<file path="src/rtl/i2s_tx_mono.sv">
// ---------------------------------------------------------------------------
// i2s_tx_mono
//
// Purpose: mono I2S transmitter. 16-bit PCM samples from the downsampler are
// queued in a small FIFO. One sample is sent per 32-slot I2S frame, and the
// same word goes out on both the left and right channels. BCLK is divided from
// clk with independent low and high times. Data changes on BCLK falling
// edges, and the MSB is delayed by one slot after each LRCLK transition, as
// standard I2S requires.
//
// Ports:
//   clk              system clock
//   rst_n            asynchronous active-low reset
//   sample_in        signed 16-bit PCM sample
//   sample_in_valid  single-cycle write strobe for sample_in
//   clear_flags      synchronous clear of overflow/underflow
//   i2s_bclk         bit clock (registered)
//   i2s_lrclk        word select, 0 = left, 1 = right (registered)
//   i2s_sdata        serial data (registered)
//   fifo_level       current FIFO occupancy, 0..FIFO_DEPTH
//   overflow         sticky: a write was dropped while the FIFO was full
//   underflow        sticky: a frame started with the FIFO empty
//
// Build option: define I2S_TX_HOLD_LAST_EN to repeat the previous sample on
// underflow. Without it, an underflowed frame transmits silence (16'h0000).
// ---------------------------------------------------------------------------
module i2s_tx_mono #(
  parameter int BCLK_LOW   = 36,
  parameter int BCLK_HIGH  = 35,
  parameter int FIFO_DEPTH = 4
) (
  input  logic                            clk,
  input  logic                            rst_n,
  input  logic signed [15:0]              sample_in,
  input  logic                            sample_in_valid,
  input  logic                            clear_flags,
  output logic                            i2s_bclk,
  output logic                            i2s_lrclk,
  output logic                            i2s_sdata,
  output logic [$clog2(FIFO_DEPTH):0]     fifo_level,
  output logic                            overflow,
  output logic                            underflow
);

  localparam int DATA_W = 16;
  localparam int PERIOD = BCLK_LOW + BCLK_HIGH;
  localparam int CW     = $clog2(PERIOD + 1);
  localparam int PW     = (FIFO_DEPTH > 1) ? $clog2(FIFO_DEPTH) : 1;
  localparam int LW     = $clog2(FIFO_DEPTH) + 1;

  localparam logic [CW-1:0] C_LAST = CW'(PERIOD - 1);
  localparam logic [CW-1:0] C_LOW  = CW'(BCLK_LOW);
  localparam logic [LW-1:0] L_FULL = LW'(FIFO_DEPTH);

  // Timing state
  logic [CW-1:0]            c_q, c_d;
  logic [4:0]               s_q, s_d;
  // Word currently being shifted out
  logic signed [DATA_W-1:0] cur_q, cur_d;
  // FIFO control
  logic [PW-1:0]            rd_ptr_q, rd_ptr_d;
  logic [PW-1:0]            wr_ptr_q, wr_ptr_d;
  logic [LW-1:0]            level_q, level_d;
  // Registered outputs
  logic                     bclk_q, bclk_d;
  logic                     lrclk_q, lrclk_d;
  logic                     sdata_q, sdata_d;
  logic                     ovf_q, ovf_d;
  logic                     unf_q, unf_d;
  // FIFO storage (data only, not reset)
  logic signed [DATA_W-1:0] mem_q [FIFO_DEPTH];

  logic                     fall_evt;
  logic                     pop_evt;
  logic                     pop_ok;
  logic                     wr_ok;
  logic                     fifo_empty;
  logic                     fifo_full;
  logic [3:0]               bit_idx;

  always_comb begin
    fall_evt   = (c_q == C_LAST);
    c_d        = fall_evt ? '0 : c_q + CW'(1);
    s_d        = fall_evt ? s_q + 5'd1 : s_q;

    // A new word is fetched on the falling edge that enters slot 1.
    pop_evt    = fall_evt && (s_q == 5'd0);
    fifo_empty = (level_q == '0);
    fifo_full  = (level_q == L_FULL);
    pop_ok     = pop_evt && !fifo_empty;
    // Full and empty are judged on the pre-cycle state. A pop in the same
    // cycle frees a slot on a full FIFO, but a write never bypasses into an
    // empty FIFO's pop.
    wr_ok      = sample_in_valid && (!fifo_full || pop_ok);

    cur_d      = cur_q;
    if (pop_ok) begin
      cur_d = mem_q[rd_ptr_q];
    end else if (pop_evt) begin
`ifdef I2S_TX_HOLD_LAST_EN
      cur_d = cur_q;
`else
      cur_d = '0;
`endif
    end

    rd_ptr_d = pop_ok ? rd_ptr_q + PW'(1) : rd_ptr_q;
    wr_ptr_d = wr_ok  ? wr_ptr_q + PW'(1) : wr_ptr_q;

    level_d = level_q;
    unique case ({wr_ok, pop_ok})
      2'b10:   level_d = level_q + LW'(1);
      2'b01:   level_d = level_q - LW'(1);
      default: level_d = level_q;
    endcase

    // A flag that is set in the same cycle as clear_flags stays set.
    ovf_d = (sample_in_valid && !wr_ok) || (ovf_q && !clear_flags);
    unf_d = (pop_evt && !pop_ok)        || (unf_q && !clear_flags);

    // (16 - s) mod 16 is the 4-bit two's complement of s. This places the
    // MSB at slots 1 and 17 and the LSB at slots 16 and 0.
    bit_idx = 4'd0 - s_d[3:0];
    sdata_d = cur_d[bit_idx];
    bclk_d  = (c_d >= C_LOW);
    lrclk_d = s_d[4];
  end

  always_ff @(posedge clk or negedge rst_n) begin
    if (!rst_n) begin
      c_q      <= '0;
      s_q      <= '0;
      cur_q    <= '0;
      rd_ptr_q <= '0;
      wr_ptr_q <= '0;
      level_q  <= '0;
      bclk_q   <= 1'b0;
      lrclk_q  <= 1'b0;
      sdata_q  <= 1'b0;
      ovf_q    <= 1'b0;
      unf_q    <= 1'b0;
    end else begin
      c_q      <= c_d;
      s_q      <= s_d;
      cur_q    <= cur_d;
      rd_ptr_q <= rd_ptr_d;
      wr_ptr_q <= wr_ptr_d;
      level_q  <= level_d;
      bclk_q   <= bclk_d;
      lrclk_q  <= lrclk_d;
      sdata_q  <= sdata_d;
      ovf_q    <= ovf_d;
      unf_q    <= unf_d;
    end
  end

  always_ff @(posedge clk) begin
    if (wr_ok) begin
      mem_q[wr_ptr_q] <= sample_in;
    end
  end

  assign i2s_bclk   = bclk_q;
  assign i2s_lrclk  = lrclk_q;
  assign i2s_sdata  = sdata_q;
  assign fifo_level = level_q;
  assign overflow   = ovf_q;
  assign underflow  = unf_q;

endmodule
</file>
<file path="config.mk">
export PLATFORM = sky130hd
export DESIGN_NAME = i2s_tx_mono
export DESIGN_NICKNAME = d
export VERILOG_FILES = /design/src/rtl/i2s_tx_mono.sv
export SDC_FILE = /design/constraint.sdc
export NUM_CORES = 1
export LEC_CHECK = 0
export ABC_CLOCK_PERIOD_IN_PS = 3150
export CAP_MARGIN = 20
export CORE_ASPECT_RATIO = 1.75
export CORE_MARGIN = 5
export CORE_UTILIZATION = 37
export DETAILED_ROUTE_END_ITERATION = 8
export GPL_TIMING_DRIVEN = 0
export PLACE_DENSITY = 0.61
export REMOVE_ABC_BUFFERS = 1
export SLEW_MARGIN = 5
export SYNTH_ARGS = -nofsm -noshare
export SYNTH_HDL_FRONTEND = slang
export SYNTH_SLANG_ARGS = --single-unit
</file>
<file path="constraint.sdc">
create_clock -name clk -period 3.15 [get_ports clk]
set_input_delay 0.63 -clock clk [delete_from_list [all_inputs] [get_ports clk]]
set_output_delay 0.63 -clock clk [all_outputs]
set_load 0.03 [all_outputs]
</file>
==> results_dict.tcl, run 1 <==
set metrics [dict create \
    crit_slowest_cell "dfrtp_1" \
    layout.area.seq_um2 2900 \
    final_nets 380 \
    maxCapViolCount 0 \
    antenna_found_initial 0 \
    status "complete, no violations" \
    die_h_um 157 \
    place_ws_ns -0.448 \
    yosysMostFrequentCell "edfxtp_1" \
    vias_per_cell 5.12 \
    setup_viol 0 \
    finalWeightedCongestion 0.787 \
    fillers 1122 \
    final_hold_viol_count 0 \
    path_cells "inv_1 > ha_1 > or4b_4 > nor4_4 > buf_4 > a22o_1 > mux4_2 > nor3_1 > nor4_2" \
    leakage_nw 1.98 \
    core_area_um2 12100 \
    vias 2662 \
    p_per_area_nw_per_um2 611 \
    cp-start-kind "flop" \
    cp-end-kind "flop" \
    setup_ws_ns 0.231 \
    synth_ff_type "edfxtp_1" \
    final_core_util_pct 45.1 \
    grt-ovfl-total 0 \
    rsz0062_at_grt "false" \
    synth_edf_count 64 \
    stdcell_area_um2 5440 \
    synth.avg_cell_area_um2 14.6 \
    crit_start "s_q[0]" \
    crit_type "flop to flop" \
    die_w_um 94.1 \
    cts.path.max_buffers 2 \
    synth-seq-cells 103 \
    synth_top_cell_area_share_pct 42.0 \
    die_area_um2 14800 \
    boundaryPins 28 \
    grt_use_total_pct 12.6 \
    async_flop_share_pct 37.9 \
    p_total_mw 3.32 \
    synth_top_cells_by_count "64 x edfxtp_1, 39 x dfrtp_1, 19 x inv_1" \
    multi_input_area_um2 1580 \
    cp_num_buf_inv 2 \
    first_pass_iters 4 \
    cts.sinks 103 \
    cts_tree "built" \
    grt_max_degree 33 \
    syn_inst 314 \
    cts-buffers-inserted 9 \
    crit_family "simple AND/OR/NAND/NOR gates" \
    fmax_mhz 343 \
    fin_setup_tns_ns 0 \
    slowest_delay_ns 0.53 \
    placementRows 53 \
    hpwl_mm 6.05 \
    fin_cells 520 \
    synth_area_um2 4580 \
    insertion_delay_ns 0.34 \
    yosys.area.top_type "edfxtp_1" \
    drive_gt1_share_pct 18.6 \
    crit_required_ns 3.39 \
    routedWlPerCell_um 16.6 \
    reg2reg_from "s_q[0]" \
    n_antenna_cell 0 \
    finalCriticalPeriod_ns 2.92 \
    ir_worst_vdd_mv 0.289 \
    dp.cells 494 \
    drv_slew 0 \
    first_global_vias 2764 \
    synth.distinct_cells 55 \
    synth_area_leaders "edfxtp_1 42%, dfrtp_1 21%, mux4_2 6.4%, ha_1 2.5%, xnor2_1 1.9%" \
    drt_iter0_drc 105 \
    worst_slew_pin_slew_ns 0.677 \
    initial_core_util_pct 37.9 \
    port_buffers 27 \
    grt_pass1_wl_mm 14.3 \
    crit_path_max_fanout 11 \
    area_growth_pct 18.9 \
    worstPathArrival_ns 3.16 \
    yosysWarnings 0 \
    htree_levels 3 \
    hold_slack_ns 0.133 \
    clk_pin_slew_ns 0.07 \
    hold_class "primary input to async pin" \
    yosysSeqAreaShare_pct 63.3 \
    fin_crit_sh_pct 92.7 \
    drc 0 \
    wirelength_mm 8.66 \
    cts_root_buf "clkbuf_16" \
    fin_skew_ns 0.00698 \
    relSlewSlack_pct 54.9 \
    antenna_left 0 \
    place_area_um2 5010 \
]
## area by class of cell
cell class / count / area share (%)
clock buffer: 10 / 4.39
clock inverter: 6 / 0.989
inverter: 19 / 1.31
multi-input combinational: 178 / 29.0
sequential: 103 / 53.3
tap: 165 / 3.79
timing repair buffer: 39 / 7.27
## path summary, 6_finish.rpt
| path | slack (ns) | to | depth (start not counted) |
|---|---|---|---|
| min | 0.13 | s_q[2] | 1 |
| max in group asynchronous | 2.58 | rd_ptr_q[1] | 2 |
| min in group clk | 0.50 | cur_q[4] | 1 |
| min reg2reg | 0.50 | cur_q[4] | 1 |
| max reg2reg | 0.23 | i2s_sdata | 9 |
| max | 0.23 | i2s_sdata | 9 |
## what timing repair did
item                                    in CTS  in global routing
pin swaps                                    0                  3
endpoints found under the setup margin      65                 49
gates resized for setup                     10                  4
buffers inserted                             0                  9
hold buffers                                 0                  0
## layout by cell type (no fill, tap or decap), drive strengths merged, types with 11 or more instances in the layout
| cell | instances |
|---|---|
| edfxtp | 64 |
| dfrtp | 39 |
| clkdlybuf4s50 | 26 |
| inv | 21 |
| nor2 | 18 |
| nand2 | 14 |
| a21oi | 13 |
| mux4 | 13 |
| buf | 13 |
| o21ai | 11 |
## sequential cells by signal, indices dropped and copies added (netlist names)
name / cells
i2s_lrclk: 1
i2s_bclk: 1
i2s_sdata: 1
rd_ptr_q: 2
wr_ptr_q: 2
fifo_level: 3
cur_q: 16
s_q: 4
mem_q: 64
underflow: 1
overflow: 1
c_q: 7
## where the power goes
| group | switching, mW | internal, mW |
|---|---|---|
| combinational | 0.326 | 0.193 |
| sequential | 0.0844 | 1.65 |
| clock | 0.501 | 0.569 |
## layer usage
metal / routed length (µm) / part of all wire (%) / track usage, % / vias up
li1: - / - / - / 1264
met1: 3430 / 40 / 14.2 / 1346
met2: 4840 / 56 / 23.1 / 42
met3: 203 / 2.3 / 2.06 / 10
met4: 178 / 2.1 / 5.65 / 0
met5: 0 / 0 / 0 / -
## kinds of logic (layout without fill, tap and decap cells)
kind of cell / after synthesis / in the layout / synth area share, %
AO/OA/AOI/OAI: 59 / 59 / 9.35
AND/OR/NAND/NOR: 67 / 67 / 8.56
adder cells (fa/ha/maj): 10 / 10 / 2.90
buffers and inverters: 33 / 74 / 3.44
flip-flops: 103 / 103 / 63.3
XOR/XNOR: 17 / 17 / 3.25
multiplexers: 25 / 25 / 9.19
Note: power is estimated with default switching activity, not from simulation.
==> inputs of run 2 (changes only) <==
Settings changed: CELL_PAD_IN_SITES_DETAIL_PLACEMENT from default to 0, CELL_PAD_IN_SITES_GLOBAL_PLACEMENT from default to 1, PLACE_DENSITY 0.61 to 0.69.
==> run 2 against run 1 <==
  * Clock-buffer cell count did not move
  * Combinational power barely moved
  * Sequential share of layout area barely moved
  * Clock power barely moved
  * Register-to-register slack got worse by 0.07 ns
  * Sequential power barely moved
  * Setup slack got worse by 0.069 ns
  * Die area did not move
  * Hold slack got worse by 0.025 ns
  * First-iteration DRC count fell by 18%
  * Wire length rose by 1.7%
  * Global-route usage did not move
  * Critical endpoint unchanged
  * Largest cell class unchanged
  * Largest power group unchanged
==> results_dict.tcl, run 2 (synthesis results as in run 1) <==
set metrics [dict create \
    status "complete, no violations" \
    routedWlPerCell_um 17.0 \
    drv_slew 0 \
    n_antenna_cell 0 \
    setup_ws_ns 0.162 \
    fin_skew_ns 0.00467 \
    crit_slowest_cell "a2111oi_0" \
    first_global_vias 2724 \
    multi_input_area_um2 1580 \
    final_cell_mix "64 x edfxtp_1, 39 x dfrtp_1, 26 x clkdlybuf4s50_1, 19 x inv_1, 17 x nor2_1" \
    place_ws_ns -0.466 \
    fmax_mhz 335 \
    crit_type "flop to flop" \
    p_total_mw 3.33 \
    worstPathArrival_ns 3.23 \
    die_w_um 94.1 \
    final_common_cell "edfxtp_1" \
    cp_num_buf_inv 1 \
    rsz0062_at_grt "true" \
    die_area_um2 14800 \
    vias 2648 \
    antenna_left 0 \
    placementRows 53 \
    crit_family "simple AND/OR/NAND/NOR gates" \
    grt_pass1_wl_mm 14.1 \
    slowest_delay_ns 0.65 \
    cts_root_buf "clkbuf_16" \
    hold_slack_ns 0.108 \
    finalWeightedCongestion 0.777 \
    grt-ovfl-total 0 \
    fillers 1119 \
    die_h_um 157 \
    path_cells "inv_1 > ha_1 > or4b_4 > nand4_1 > a21oi_1 > a2111oi_0 > a2111oi_2 > nor4_2" \
    reg.largest.list "mem_q x64, cur_q x16, c_q x7" \
    worst_slew_pin_slew_ns 0.678 \
    leakage_nw 1.98 \
    finalCriticalPeriod_ns 2.99 \
    cts_tree "built" \
    setup_viol 0 \
    hpwl_mm 6.12 \
    area_growth_pct 18.8 \
    wirelength_mm 8.81 \
    crit_path_max_fanout 11 \
    cp-start-kind "flop" \
    grt_use_total_pct 12.6 \
    vias_per_cell 5.11 \
    layout.area.seq_um2 2900 \
    initial_core_util_pct 37.9 \
    drt_iter0_drc 86 \
    maxCapViolCount 0 \
    fin_setup_tns_ns 0 \
    drive_gt1_share_pct 18.4 \
    largest_reg_flops 64 \
    cts.path.max_buffers 2 \
    drc 0 \
    insertion_delay_ns 0.34 \
    port_buffers 27 \
    boundaryPins 28 \
    final_nets 378 \
    first_pass_iters 4 \
    ir_worst_vdd_mv 0.336 \
    cts-buffers-inserted 9 \
    core_area_um2 12100 \
    final_core_util_pct 45.0 \
    p_per_area_nw_per_um2 612 \
    cp-end-kind "flop" \
    grt_max_degree 36 \
    clk_pin_slew_ns 0.07 \
    fin_crit_sh_pct 94.9 \
    antenna_found_initial 0 \
    crit_required_ns 3.39 \
    regMostFlops "mem_q" \
    cts.sinks 103 \
    htree_levels 3 \
    relSlewSlack_pct 53.7 \
    final_hold_viol_count 0 \
    hold_class "primary input to async pin" \
]
[run 2: cell count changes in the layout (fill, tap and decap cells not counted), sizes merged]
cell,before,now
buf,13,11
clkinv,3,4
clkinvlp,1,0
[run 2: area by class of cell]
cell class / instances / area share [%]
Timing Repair Buffer: 37 / 7.23
Inverter: 19 / 1.31
Tap cell: 165 / 3.80
Clock buffer: 10 / 4.40
Sequential cell: 103 / 53.3
Clock inverter: 6 / 0.990
Multi-Input combinational cell: 178 / 29.0
[run 2: metrics by stage]
stage                     std cells  instance area (µm²)
after floorplan                 300                 4490
after global placement          492                 4970
after detailed placement        494                 5010
after CTS                       510                 5350
after global routing            518                 5440
final                           518                 5440
[run 2: final timing paths]
check / start / end / slack (ns) / depth (start not counted)
hold / removal: rst_n / cur_q[14] / 0.11 / 1
hold reg to reg: cur_q[4] / cur_q[4] / 0.50 / 1
min in group clk: cur_q[4] / cur_q[4] / 0.50 / 1
setup / recovery: s_q[0] / i2s_sdata / 0.16 / 8
setup reg to reg: s_q[0] / i2s_sdata / 0.16 / 8
max in group asynchronous: rst_n / cur_q[5] / 2.62 / 2
[run 2: power breakdown]
| part | switching [mW] | internal, mW |
|---|---|---|
| Sequential | 0.0852 | 1.65 |
| Combinational | 0.322 | 0.195 |
| Clock | 0.501 | 0.572 |
| Total | 0.909 | 2.42 |
[run 2: metal layers]
metal  global-route usage (%)  part of all wire (%)  vias to the layer above
met3                     2.39                   2.4                       16
met5                        0                     0                        -
met1                     14.8                    40                     1338
met4                     5.92                   2.7                        0
met2                     22.1                    55                       37
li1                         -                     -                     1257
[run 2: what timing repair did]
item                       4_1_cts  5_1_grt
hold buffers                     0        0
resized for setup               11        2
buffers inserted                 0        7
setup endpoints to repair       65       49
pin swaps                        0        3
[run 2: worst register-to-register path, cell delays in order (launching register included)]
cell and delay (ns):
dfrtp_1 0.53, inv_1 0.29, ha_1 0.23, or4b_4 0.53
nand4_1 0.23, a21oi_1 0.10, a2111oi_0 0.65, a2111oi_2 0.09
nor4_2 0.25
==> inputs of run 3 (changes only) <==
Settings changed: DONT_BUFFER_PORTS from default to 1, PLACE_DENSITY 0.69 to 0.65, SKIP_CTS_REPAIR_TIMING from default to 1.
==> run 3 against run 2 <==
  * Sequential share of layout area rose by 2.4 points
  * Sequential power rose by 3%
  * Setup slack improved by 0.083 ns
  * Core utilization fell by 1.9 points
  * Clock skew rose by 0.0046 ns
==> results_dict.tcl, run 3 (synthesis results as in run 1) <==
set metrics [dict create \
    leakage_nw 1.89 \
    maxCapViolCount 0 \
    fin_crit_sh_pct 92.2 \
    setup_viol 0 \
    final_cell_mix "64 x edfxtp_1, 38 x dfrtp_1, 18 x inv_1, 17 x nor2_1, 14 x nand2_1" \
    r2r_cells 10 \
    drc 0 \
    clk_pin_slew_ns 0.08 \
    antenna_found_initial 0 \
    initial_core_util_pct 37.9 \
    final_hold_viol_count 0 \
    worstPathArrival_ns 3.11 \
    wirelength_mm 8.64 \
    final_common_cell "edfxtp_1" \
    area_growth_pct 13.7 \
    port_buffers 0 \
    hold_class "primary input to async pin" \
    largest_reg_flops 64 \
    rsz0062_at_grt "false" \
    cts.sinks 103 \
    core_area_um2 12100 \
    antenna_left 0 \
    die_area_um2 14800 \
    cp-end-kind "flop" \
    grt_pass1_wl_mm 14.2 \
    drt_iter0_drc 111 \
    cp-start-kind "flop" \
    crit_path_max_fanout 9 \
    cts_root_buf "clkbuf_16" \
    first_global_vias 2724 \
    drv_slew 0 \
    cts-buffers-inserted 9 \
    cts_tree "built" \
    r2r_setup_slack_ns 0.25 \
    drive_gt1_share_pct 21.1 \
    htree_levels 3 \
    crit_type "flop to flop" \
    ir_worst_vdd_mv 0.386 \
    finalWeightedCongestion 0.789 \
    cts.path.max_buffers 2 \
    vias_per_cell 5.11 \
    vias 2516 \
    worst_slew_pin_slew_ns 0.695 \
    insertion_delay_ns 0.34 \
    reg2reg_from "c_q[4]" \
    hpwl_mm 6.06 \
    worst_r2r_endpoint "i2s_sdata" \
    p_per_area_nw_per_um2 635 \
    first_pass_iters 4 \
    fin_skew_ns 0.00930 \
    status "complete, no violations" \
    grt_max_degree 40 \
    hold_slack_ns 0.108 \
    placementRows 53 \
    final_core_util_pct 43.1 \
    fmax_mhz 344 \
    grt-ovfl-total 0 \
    die_w_um 94.1 \
    crit_required_ns 3.36 \
    fillers 1142 \
    grt_use_total_pct 12.6 \
    regMostFlops "mem_q" \
    fin_setup_tns_ns 0 \
    die_h_um 157 \
    final_nets 352 \
    p_total_mw 3.30 \
    routedWlPerCell_um 17.6 \
    relSlewSlack_pct 53.7 \
    reg.largest.list "mem_q x64, cur_q x16, c_q x7" \
    boundaryPins 28 \
    finalCriticalPeriod_ns 2.90 \
    n_antenna_cell 0 \
]
[run 3: area by class of cell]
type | count | area [µm²] | area share (%)
Tap cell | 165 | 206 | 3.97
Clock buffer | 9 | 225 | 4.33
Multi-Input combinational cell | 178 | 1590 | 30.5
Sequential cell | 103 | 2900 | 55.7
Inverter | 19 | 71.3 | 1.37
Clock inverter | 7 | 81.3 | 1.56
Timing Repair Buffer | 11 | 134 | 2.57
[run 3: worst max-delay path, cell delays in order, from the launching register on]
cell and delay, ns:
dfrtp_1 0.42, nand4bb_2 0.49, nor2_4 0.30, buf_4 0.16
nor2_1 0.04, a21oi_1 0.17, ha_1 0.30, inv_1 0.19
mux4_2 0.37, nor3_1 0.24, nor4_2 0.09
[run 3: power by group]
group	switching, mW	internal (mW)	total [mW]
Sequential	0.138	1.65	1.79
Combinational	0.255	0.134	0.388
Clock	0.553	0.574	1.13
Total	0.946	2.36	3.30
[run 3: layer usage]
metal | share of wire [%] | up-vias | routed length (µm) | GRT usage [%]
met1 | 38 | 1256 | 3300 | 13.3
met2 | 56 | 33 | 4880 | 23.3
met4 | 1.9 | 0 | 166 | 5.72
met5 | 0 | - | 0 | 0
met3 | 3.5 | 12 | 302 | 3.16
li1 | - | 1215 | - | -
[run 3: worst max-delay path by stage]
stage | start | end | slack (ns)
6_report | c_q[4] | i2s_sdata | 0.25
3_3_place_gp | s_q[0] | i2s_sdata | -0.96
4_1_cts | c_q[3] | i2s_sdata | -0.62
2_1_floorplan | s_q[0] | i2s_sdata | 0.14
5_1_grt | c_q[4] | i2s_sdata | 0.03
3_5_place_dp | c_q[4] | i2s_sdata | -0.61
[run 3: stage by stage]
step	setup slack, ns	cell area, µm²	std cells
after global placement	-0.956	4700	465
after floorplan	0.138	4490	300
final	0.245	5200	492
after global routing	0.0285	5200	492
after detailed placement	-0.611	4730	467
after CTS	-0.617	5030	483
